`src/rtl/mem_arbiter.sv`:
```
// Two-client cache-line memory arbiter (icache read / dcache read or write) with a single memory port.
// Optional ARB_ROUND_ROBIN_EN: alternate winners on simultaneous requests instead of fixed dcache priority.
module mem_arbiter #(
    parameter int ADDRESS_WIDTH    = 32,
    parameter int CACHE_LINE_WIDTH = 128
) (
    input  logic                        clk,
    input  logic                        reset,
    input  logic                        icache_req_in,
    input  logic [ADDRESS_WIDTH-1:0]    icache_addr_in,
    input  logic                        dcache_req_in,
    input  logic                        dcache_write_in,
    input  logic [ADDRESS_WIDTH-1:0]    dcache_addr_in,
    input  logic [CACHE_LINE_WIDTH-1:0] dcache_data_in,
    output logic                        icache_grant_out,
    output logic                        dcache_grant_out,
    output logic                        icache_fill_out,
    output logic                        dcache_fill_out,
    output logic [CACHE_LINE_WIDTH-1:0] fill_data_out,
    output logic [ADDRESS_WIDTH-1:0]    fill_addr_out,
    output logic                        mem_req_out,
    output logic                        mem_write_out,
    output logic [ADDRESS_WIDTH-1:0]    mem_addr_out,
    output logic [CACHE_LINE_WIDTH-1:0] mem_data_out,
    input  logic                        mem_ready_in,
    input  logic [CACHE_LINE_WIDTH-1:0] mem_data_in,
    output logic [1:0]                  debug_state
);

    // Handshake: a requester holds req until it sees its grant fall or its fill pulse;
    // requests are only sampled in IDLE, and mem_ready_in is only honoured in WAIT.
    localparam logic [1:0] IDLE  = 2'd0;
    localparam logic [1:0] ISSUE = 2'd1;
    localparam logic [1:0] WAIT  = 2'd2;
    localparam logic [1:0] RESP  = 2'd3;

    logic [1:0]                  state;
    logic                        owner_dcache;
    logic                        lat_write;
    logic [ADDRESS_WIDTH-1:0]    lat_addr;
    logic [CACHE_LINE_WIDTH-1:0] lat_data;
    logic [CACHE_LINE_WIDTH-1:0] fill_data;
    logic [ADDRESS_WIDTH-1:0]    fill_addr;
    logic                        pick_dcache;

`ifdef ARB_ROUND_ROBIN_EN
    logic last_dcache;  // 0 after reset means "icache granted last"

    assign pick_dcache = dcache_req_in && (!icache_req_in || !last_dcache);

    always_ff @(posedge clk) begin
        if (reset) begin
            last_dcache <= 1'b0;
        end else if (state == IDLE && (icache_req_in || dcache_req_in)) begin
            last_dcache <= pick_dcache;
        end
    end
`else
    assign pick_dcache = dcache_req_in;
`endif

    always_ff @(posedge clk) begin
        if (reset) begin
            state        <= IDLE;
            owner_dcache <= 1'b0;
            lat_write    <= 1'b0;
            lat_addr     <= '0;
            lat_data     <= '0;
            fill_data    <= '0;
            fill_addr    <= '0;
        end else begin
            case (state)
                IDLE: begin
                    if (icache_req_in || dcache_req_in) begin
                        owner_dcache <= pick_dcache;
                        lat_write    <= pick_dcache && dcache_write_in;
                        lat_addr     <= pick_dcache ? dcache_addr_in : icache_addr_in;
                        lat_data     <= pick_dcache ? dcache_data_in : '0;
                        state        <= ISSUE;
                    end
                end
                ISSUE: state <= WAIT;
                WAIT: begin
                    if (mem_ready_in) begin
                        fill_data <= mem_data_in;
                        fill_addr <= lat_addr;
                        state     <= RESP;
                    end
                end
                RESP:    state <= IDLE;
                default: state <= IDLE;
            endcase
        end
    end

    // All outputs decode registered state only, so no input reaches an output combinationally.
    assign icache_grant_out = (state != IDLE) && !owner_dcache;
    assign dcache_grant_out = (state != IDLE) && owner_dcache;
    assign icache_fill_out  = (state == RESP) && !owner_dcache;
    assign dcache_fill_out  = (state == RESP) && owner_dcache && !lat_write;
    assign fill_data_out    = fill_data;
    assign fill_addr_out    = fill_addr;
    assign mem_req_out      = (state == ISSUE);
    assign mem_write_out    = (state == ISSUE) && lat_write;
    assign mem_addr_out     = lat_addr;
    assign mem_data_out     = lat_data;
    assign debug_state      = state;

endmodule

```
`config.mk`:
```
export PLATFORM = sky130hd
export DESIGN_NAME = mem_arbiter
export DESIGN_NICKNAME = d
export VERILOG_FILES = /design/src/rtl/mem_arbiter.sv
export SDC_FILE = /design/constraint.sdc
export NUM_CORES = 1
export LEC_CHECK = 0
export BUFFER_PORTS_ARGS = -buffer_cell sky130_fd_sc_hd__buf_4
export CORE_AREA = 4 4 249 251
export DETAILED_ROUTE_END_ITERATION = 10
export DIE_AREA = 0 0 253 255
export HOLD_SLACK_MARGIN = 0.08
export PLACE_DENSITY_LB_ADDON = 0.08
export SLEW_MARGIN = 20
export SYNTH_ARGS = -nofsm -noshare
export SYNTH_HDL_FRONTEND = slang
export SYNTH_SLANG_ARGS = --single-unit
```
`constraint.sdc`:
```
create_clock -name clk -period 2.38 [get_ports clk]
set_input_delay 0.119 -clock clk [delete_from_list [all_inputs] [get_ports clk]]
set_output_delay 0.119 -clock clk [all_outputs]
set_load 0.02 [all_outputs]
```
After elaboration in Yosys (flattened, before gate mapping)
Index checks and enable logic that the tools add are counted.
{"block": "word_totals", "ff_bits": 324, "inputBits": 326, "output_inout_bits": 328, "wordCells": 32}
{"block": "classes", "eq_ne": 5, "mux": 5, "reduce_logical": 15}
{"operator": "two-way mux 128 bit", "count": 1}
{"operator": "two-way mux 32 bit", "count": 1}
{"operator": "case mux 2 bit (4 select lines)", "count": 1}
{"operator": "logical AND 1 bit", "count": 7}
{"operator": "AND reduction 2 bit", "count": 3}
{"operator": "== test 2 bit, second input constant", "count": 2}
{"operator": "two-way mux 2 bit", "count": 2}
{"operator": "!= test 2 bit, second input constant", "count": 2}
{"operator": "== test 2 x 1 -> 1 bit, second input constant", "count": 1}
{"operator": "logical NOT 1 bit", "count": 2}
{"operator": "logical NOT 2 bit", "count": 1}
{"operator": "nonzero test 2 bit", "count": 1}
{"operator": "logical OR 1 bit", "count": 1}

Depth between registers and ports, before layout
Gate-level depths: netlist (run 1).
{"block": "depth", "depth_word": 3, "ltp_mapped": 8, "mapped_depth_nobuf": 5}

Worst setup path after synthesis (run 1)
Ideal clock, no wire load.
{"block": "synth_path", "path_type": "flip-flop to flip-flop", "startpoint": "register state[0] (netlist: debug_state[0])", "endpoint": "register lat_data[107] (netlist: mem_data_out[107])", "setup_time_ns": 0.070, "arrival_ns": 1.608, "t_required_ns": 2.310, "setup_slack_ns": 0.702, "path_stages_with_launch": 9, "n_path_buf": 3, "period_less_slack_ns": 1.678, "cell_sequence": "dfxtp_1 -> inv_1 -> ha_1 -> buf_2 -> o21ai_1 -> buf_2 -> buf_2 -> nand2_1 -> a21oi_1"}
{"block": "synth_via", "elab_chain_len": 2}
{"item": "start: declaration", "line": "37", "rtl": "logic [1:0] state;"}
{"item": "start signal: assignment", "line": "64", "rtl": "state <= IDLE;"}
{"item": "start signal: assignment", "line": "79", "rtl": "state <= ISSUE;"}
{"item": "start signal: assignment", "line": "82", "rtl": "ISSUE: state <= WAIT;"}
{"item": "logical NOT 2 bit", "line": "72", "rtl": "case (state)"}
{"item": "AND reduction 2 bit (no source line)"}
{"item": "end signal: assignment", "line": "78", "rtl": "lat_data <= pick_dcache ? dcache_data_in : '0;"}
{"item": "end: declaration", "line": "41", "rtl": "logic [CACHE_LINE_WIDTH-1:0] lat_data;"}
No other way between the ends.
A chain may end at the register's enable or synchronous reset.

Worst setup path after layout (run 1)
{"block": "layout_path", "startpoint": "register state[1] (netlist: debug_state[1])", "endpoint": "register lat_data[82] (netlist: mem_data_out[82])"}
The elaborated chain is that of the path after synthesis.

==> results.py, run 1 <==
metrics = {
    "outcome": {
        "outcome": "completed",
    },
    "synthesis": {
        "synth-compound-area-share_pct": 14.73,
        "syn-cell-area_sq_um": 11700,
        "async_flop_share_pct": 0,
        "synth_flop_cell": "dfxtp_1",
        "ys_top_cells_by_area": "dfxtp_1 (55%), nand2_1 (15%), a21oi_1 (12%)",
        "synth_xor_area_share_pct": 0,
        "netlist.top_cell.by_area": "dfxtp_1",
        "syn_inst": 1441,
        "synth_cell_type_count": 21,
        "ys_seq_elements": 324,
        "synth_edf_count": 0,
        "ys_warn_count": 0,
        "synth_fa_ha_area_share_pct": 0.5346,
        "synth_mux_area_share_pct": 2.823,
        "ys_seq_area_share_pct": 55.43,
        "synth_top_area_share_pct": 55.43,
        "yosysMostFrequentCell": "nand2_1",
        "synth_area_per_cell_sq_um": 8.120,
        "synth_top_family_by_area": "simple AND/OR/NAND/NOR gates",
        "ys_top_cells_by_count": "nand2_1 (453), dfxtp_1 (324), a21oi_1 (291), nand3_1 (129), clkbuf_1 (60)",
        "synth_fp_nets": 1772,
        "synth-simple-area-share_pct": 21.57,
    },
    "pwr": {
        "power.density_nw_per_um2": 886.1,
        "p_leak_nw": 9.557,
        "ir_drop_mv": 0.4196,
    },
    "clock_network": {
        "cts-root-buf": "clkbuf_16",
        "clock_sinks": 324,
        "cts_buffer_depth": 3,
        "htreeDepth": 2,
        "cts_tree": "yes",
        "path_clk_slew_ns": 0.05,
        "clk-insertion-delay-late_ns": 0.54,
        "cts_buffers": 41,
    },
    "critical_path": {
        "start_kind": "flip-flop",
        "r2r_setup_slack_ns": 0.19,
        "rr_startpoint": "debug_state[1]",
        "cp_slowest_stage_delay_ns": 0.56,
        "cp-end-kind": "flip-flop",
        "cp.arrival_ns": 2.67,
        "crit_slowest_cell": "dlygate4sd3_1",
        "worstSetupPathType": "flip-flop to flip-flop",
        "reg2reg_depth": 7,
        "critPathMaxFanout": 32,
        "r2r-end": "mem_data_out[82]",
        "path_cells": "inv_1 -> ha_4 -> o21ai_4 -> buf_8 -> nand2_1 -> a21oi_1 -> dlygate4sd3_1",
        "crit_required_ns": 2.86,
    },
    "global_route": {
        "first_global_vias": 13550,
        "grt_max_degree": 94,
        "antenna_found_initial": 5,
        "grt_first_pass_wirelength_um": 82470,
        "grt_util_all_layers_pct": 16.41,
        "grt_overflow": 0,
    },
    "timing": {
        "hold_viol_final": 0,
        "clock_skew_ns": 0.005910,
        "setup_viol": 0,
        "whs_ns": 0.3752,
        "slew_violations": 0,
        "max_freq_mhz": 456.1,
        "rsz0062_at_grt": "no",
        "period_share_pct": 92.12,
        "min_period_ns": 2.192,
        "tightest_slew_ns": 0.6687,
        "tns_ns": 0,
        "slew_headroom_pct": 55.42,
    },
    "drt": {
        "drtIter0Drc": 480,
        "drt-total-wl_um": 56590,
        "via_per_inst": 4.192,
        "firstDrtPassIters": 5,
        "drc_errors": 0,
        "drtAntennaViolNets": 0,
        "wl_per_cell_um": 17.57,
        "vias": 13500,
    },
    "die": {
        "die-area_sq_um": 64520,
        "die_w_um": 253,
        "io_pins": 654,
        "placeableCoreArea_sq_um": 59910,
        "die-height_um": 255,
        "rows": 90,
        "initial_core_util_pct": 19.53,
    },
    "cells_and_area": {
        "layout-drive-gt1-share_pct": 30.66,
        "register_area_sq_um": 6486,
        "multi_input_area_sq_um": 4678,
        "nets": 2739,
        "area_delta_synth_final_pct": 91.39,
        "fillers": 6233,
    },
    "worst_hold_path": {
        "hold_path_class": "input pin to flip-flop",
        "hold_depth": 4,
        "hp-start": "mem_data_in[30]",
        "min_to": "fill_data_out[30]",
    },
    "place": {
        "gp_congestion": 0.7817,
        "io_buffers": 653,
        "dp_hpwl_um": 40250,
    },
    "run": {
        "max_cap_viol_count": 0,
    },
}
[placed cells by master, fill, tap and decap left out, types with 3 or more instances in the layout]
| cell | Yosys | final |
|---|---|---|
| clkbuf_16 | 0 | 41 |
| clkbuf_1 | 60 | 14 |
| buf_4 | 4 | 668 |
| dfxtp_1 | 324 | 324 |
| nand2_1 | 453 | 452 |
| mux2i_1 | 33 | 33 |
| nand3_1 | 129 | 129 |
| buf_12 | 0 | 14 |
| clkinv_2 | 0 | 3 |
| nor2_1 | 35 | 35 |
| diode_2 | 0 | 5 |
| a21oi_1 | 291 | 291 |
| inv_1 | 3 | 3 |
| dlygate4sd3_1 | 0 | 363 |
| a211oi_1 | 32 | 32 |
| ha_1 | 5 | 3 |
| clkbuf_8 | 0 | 9 |
[critical path: cells and delay by family, from the launching register on]
family                   cells  cell delay, ns
AO/OA/AOI/OAI                2            0.37
adder cells (fa/ha/maj)      1            0.23
buffers and inverters        3            1.01
flip-flops                   1            0.42
AND/OR/NAND/NOR              1            0.08
[layer usage]
metal / vias to the layer above / GRT usage, % / share of wire [%]
li1: 6727 / - / -
met1: 6278 / 18.92 / 39
met2: 410 / 28.87 / 50
met3: 83 / 5.325 / 7.6
met4: 0 / 5.453 / 3.0
met5: - / 0 / 0
[cells by family (layout without fill, tap and decap cells)]
logic type / Yosys count / after routing
flip-flops: 324 / 324
adder cells (fa/ha/maj): 5 / 5
AO/OA/AOI/OAI: 327 / 327
AND/OR/NAND/NOR: 624 / 624
multiplexers: 33 / 33
other: 0 / 5
buffers and inverters: 128 / 1120
[state kept, by name, indices dropped and copies added, names as in the netlist]
register / cells
lat_write: 1
fill_data_out: 128
fill_addr_out: 32
mem_data_out: 128
owner_dcache: 1
debug_state: 2
mem_addr_out: 32
[worst max-delay path by stage]
stage,from,to
2_1_floorplan,debug_state[0],mem_data_out[107]
6_report,debug_state[1],mem_data_out[82]
5_1_grt,debug_state[1],owner_dcache
3_5_place_dp,debug_state[0],fill_data_out[55]
4_1_cts,debug_state[1],mem_data_out[89]
3_3_place_gp,debug_state[0],fill_data_out[66]
[cell type report]
cell class	count	share of cell area (%)
Antenna cell	5	0.05587
Clock buffer	64	5.369
Clock inverter	4	0.2011
Inverter	3	0.05028
Multi-Input combinational cell	989	20.89
Sequential cell	324	28.96
Tap cell	782	4.369
Timing Repair Buffer	1049	40.10
[where the power goes]
group          internal (W)  leakage, nW  switching (W)
registers           0.00626         2.64       0.000535
logic               0.00293         6.31        0.00422
clock network       0.00354        0.612        0.00235
total                0.0127         9.56        0.00711
[metrics by stage]
step / total power (W) / std cells / worst slack, ns / utilization (%) / area, sq um
6_report: 0.01984 / 3220 / 0.1876 / 37.38 / 22400
5_1_grt: 0.02105 / 3218 / 0.002063 / 37.37 / 22390
4_1_cts: 0.02025 / 3214 / 0.01787 / 37.33 / 22360
3_5_place_dp: 0.01354 / 2783 / 0.5575 / 29.18 / 17480
3_3_place_gp: 0.01352 / 2783 / 0.5842 / 29.18 / 17480
2_1_floorplan: 0.01040 / 1441 / 0.7020 / - / 11700
[timing repair]
action / CTS / global route
gates resized for setup: 0 / 4
hold buffers: 363 / 0
hold endpoints to repair: 303 / 0
setup endpoints to repair: 0 / 22
setup buffers: 0 / 1
No activity file was read; power rests on OpenSTA's default activity.
==> run 2, diff against run 1 <==
CORE_AREA = 4 4 255 257   (was 4 4 249 251)
DIE_AREA = 0 0 259 261   (was 0 0 253 255)
==> run 2 against run 1 <==
Utilization fell by 1.4 points. Worst hold slack got worse by 0.011 ns. Sequential cell count is the same. Via count is 0.12% lower. Register-to-register slack improved by 0.03 ns. Wire length grew 2.6%.
==> results.py, run 2 (synthesis gave the netlist of run 1 again) <==
metrics = {
    "critical_path": {
        "crit_required_ns": 2.87,
        "cpMostUsedCell": "dlygate4sd3_1",
        "cp_slowest_stage_delay_ns": 0.57,
        "cp.arrival_ns": 2.68,
        "reg2reg_depth": 7,
        "cp-end-kind": "flip-flop",
        "critPathMaxFanout": 55,
        "rr_startpoint": "debug_state[1]",
        "path_cells": "dlygate4sd3_1 -> buf_6 -> o21ai_4 -> buf_12 -> nand2_1 -> a21oi_1 -> dlygate4sd3_1",
        "r2r_setup_slack_ns": 0.22,
        "r2r-end": "mem_data_out[30]",
        "worstSetupPathType": "input pin to flip-flop",
        "start_kind": "input pin",
        "crit_slowest_cell": "o21ai_4",
    },
    "cells_and_area": {
        "fillers": 6563,
        "area_delta_synth_final_pct": 92.95,
        "register_area_sq_um": 6489,
        "layout-drive-gt1-share_pct": 31.06,
        "mostFrequentLayoutCells": "buf_4 (667), nand2_1 (452), dlygate4sd3_1 (364), dfxtp_1 (322), a21oi_1 (291)",
        "multi_input_area_sq_um": 4676,
        "fin_util_pct": 35.99,
        "design_area_sq_um": 22580,
        "nets": 2735,
        "finalNonFillerCells": 3286,
        "final_common_cell": "buf_4",
    },
    "drt": {
        "drtAntennaViolNets": 0,
        "drc_errors": 0,
        "via_per_inst": 4.103,
        "vias": 13480,
        "drtIter0Drc": 607,
        "firstDrtPassIters": 5,
        "wl_per_cell_um": 17.68,
        "drt-total-wl_um": 58090,
    },
    "timing": {
        "min_period_ns": 2.190,
        "tightest_slew_ns": 0.6730,
        "slew_headroom_pct": 55.13,
        "setup_viol": 0,
        "slew_violations": 0,
        "max_freq_mhz": 456.7,
        "period_share_pct": 92.00,
        "hold_viol_final": 0,
        "tns_ns": 0,
        "rsz0062_at_grt": "no",
        "clock_skew_ns": 0.008100,
    },
    "global_route": {
        "grt_first_pass_wirelength_um": 85460,
        "top_usage_layer": "met2",
        "first_global_vias": 13860,
        "antenna_found_initial": 3,
        "grt_max_degree": 92,
        "use_met2_pct": 28.83,
        "grt_overflow": 0,
        "grt_util_all_layers_pct": 16.16,
        "grtUsageMet3_pct": 4.874,
        "grt_use_met1_pct": 18.58,
    },
    "clock_network": {
        "cts_tree": "yes",
        "clk-insertion-delay-late_ns": 0.55,
        "clock_sinks": 324,
        "htreeDepth": 2,
        "cts_buffers": 42,
        "cts-root-buf": "clkbuf_16",
        "path_clk_slew_ns": 0.06,
        "cts_buffer_depth": 3,
    },
    "place": {
        "gp_congestion": 0.7682,
        "dp_cells": 2841,
        "dp_hpwl_um": 40600,
        "placed_area_sq_um": 17470,
        "io_buffers": 653,
    },
    "die": {
        "placeableCoreArea_sq_um": 62740,
        "rows": 92,
        "io_pins": 654,
        "die_w_um": 259,
        "die-height_um": 261,
        "die-area_sq_um": 67600,
        "initial_core_util_pct": 18.65,
    },
    "worst_hold_path": {
        "hold_depth": 4,
        "hp-start": "mem_data_in[2]",
        "hold_path_class": "input pin to flip-flop",
        "min_to": "fill_data_out[2]",
    },
    "pwr": {
        "combPwrFrac_pct": 34.9,
        "power_switching_w": 0.007343,
        "switching_share_pct": 35.76,
        "total_power_w": 0.02053,
        "ir_drop_mv": 0.6323,
        "p_clk_share_pct": 32.1,
        "power.density_nw_per_um2": 909.4,
        "internal_power_w": 0.01319,
        "p_leak_nw": 9.646,
        "p_seq_share_pct": 33.0,
    },
    "run": {
        "max_cap_viol_count": 0,
    },
    "outcome": {
        "outcome": "completed",
    },
}
-- run 2: cell count changes in the layout (fill, tap and decap cells not counted), sizes merged --
cell / change
buf: -6
clkinv: +8
dlygate4sd3: +1
diode: -2
bufinv: +2
clkinvlp: +2
clkbuf: -3
-- run 2: repair_timing --
| item | 4_1_cts | 5_1_grt |
|---|---|---|
| pin swaps | 0 | 1 |
| hold buffers | 364 | 0 |
| endpoints found under the setup margin | 2 | 12 |
| setup buffers | 0 | 1 |
| endpoints found under the hold margin | 303 | 0 |
| gates cloned | 0 | 0 |
| resized for setup | 1 | 3 |
-- run 2: worst max-delay path by stage --
stage,start,to,slack (ns),depth (start not counted)
2_1_floorplan,debug_state[0],mem_data_out[107],0.70,8
3_3_place_gp,debug_state[0],fill_data_out[119],0.49,6
3_5_place_dp,debug_state[0],fill_data_out[110],0.40,6
4_1_cts,debug_state[0],fill_data_out[3],0.07,7
5_1_grt,dcache_req_in,mem_data_out[121],0.05,7
6_report,dcache_req_in,mem_data_out[30],0.19,7
-- run 2: metrics by stage --
stage               hold slack (ns)  setup slack, ns
floorplan                    0.2550           0.7020
global placement             0.3649           0.4932
detailed placement           0.3752           0.4048
CTS                          0.3172          0.06723
global route                 0.3519          0.04871
finish                       0.3642           0.1903
-- run 2: layer usage --
metal / vias up / share of wire [%]
met5: - / 0
li1: 6724 / -
met3: 82 / 7.3
met1: 6243 / 39
met2: 433 / 50
met4: 0 / 3.1
-- run 2: critical path, delay by kind of cell --
| family | cells | cell delay (ns) |
|---|---|---|
| and+or+nand+nor | 1 | 0.10 |
| buffers and inverters | 4 | 1.71 |
| AOI/OAI and AO/OA | 2 | 0.69 |
-- run 2: power groups by stage --
stage | clock network [W] | registers (W) | logic [W]
6_report | 0.00659 | 0.00678 | 0.00716
3_5_place_dp | 0 | 0.00690 | 0.00667
2_1_floorplan | 0 | 0.00780 | 0.00260
4_1_cts | 0.00687 | 0.00679 | 0.00733
5_1_grt | 0.00710 | 0.00689 | 0.00780
3_3_place_gp | 0 | 0.00686 | 0.00667
-- run 2: layout make-up --
cell class              instances  area share [%]
multi-input cells             989           20.71
clock buffers                  61           5.653
inverters                       3         0.04988
flip-flops and latches        324           28.74
clock inverters                16          0.7260
diodes                          3         0.03325
well taps                     846           4.688
repair buffers               1044           39.40
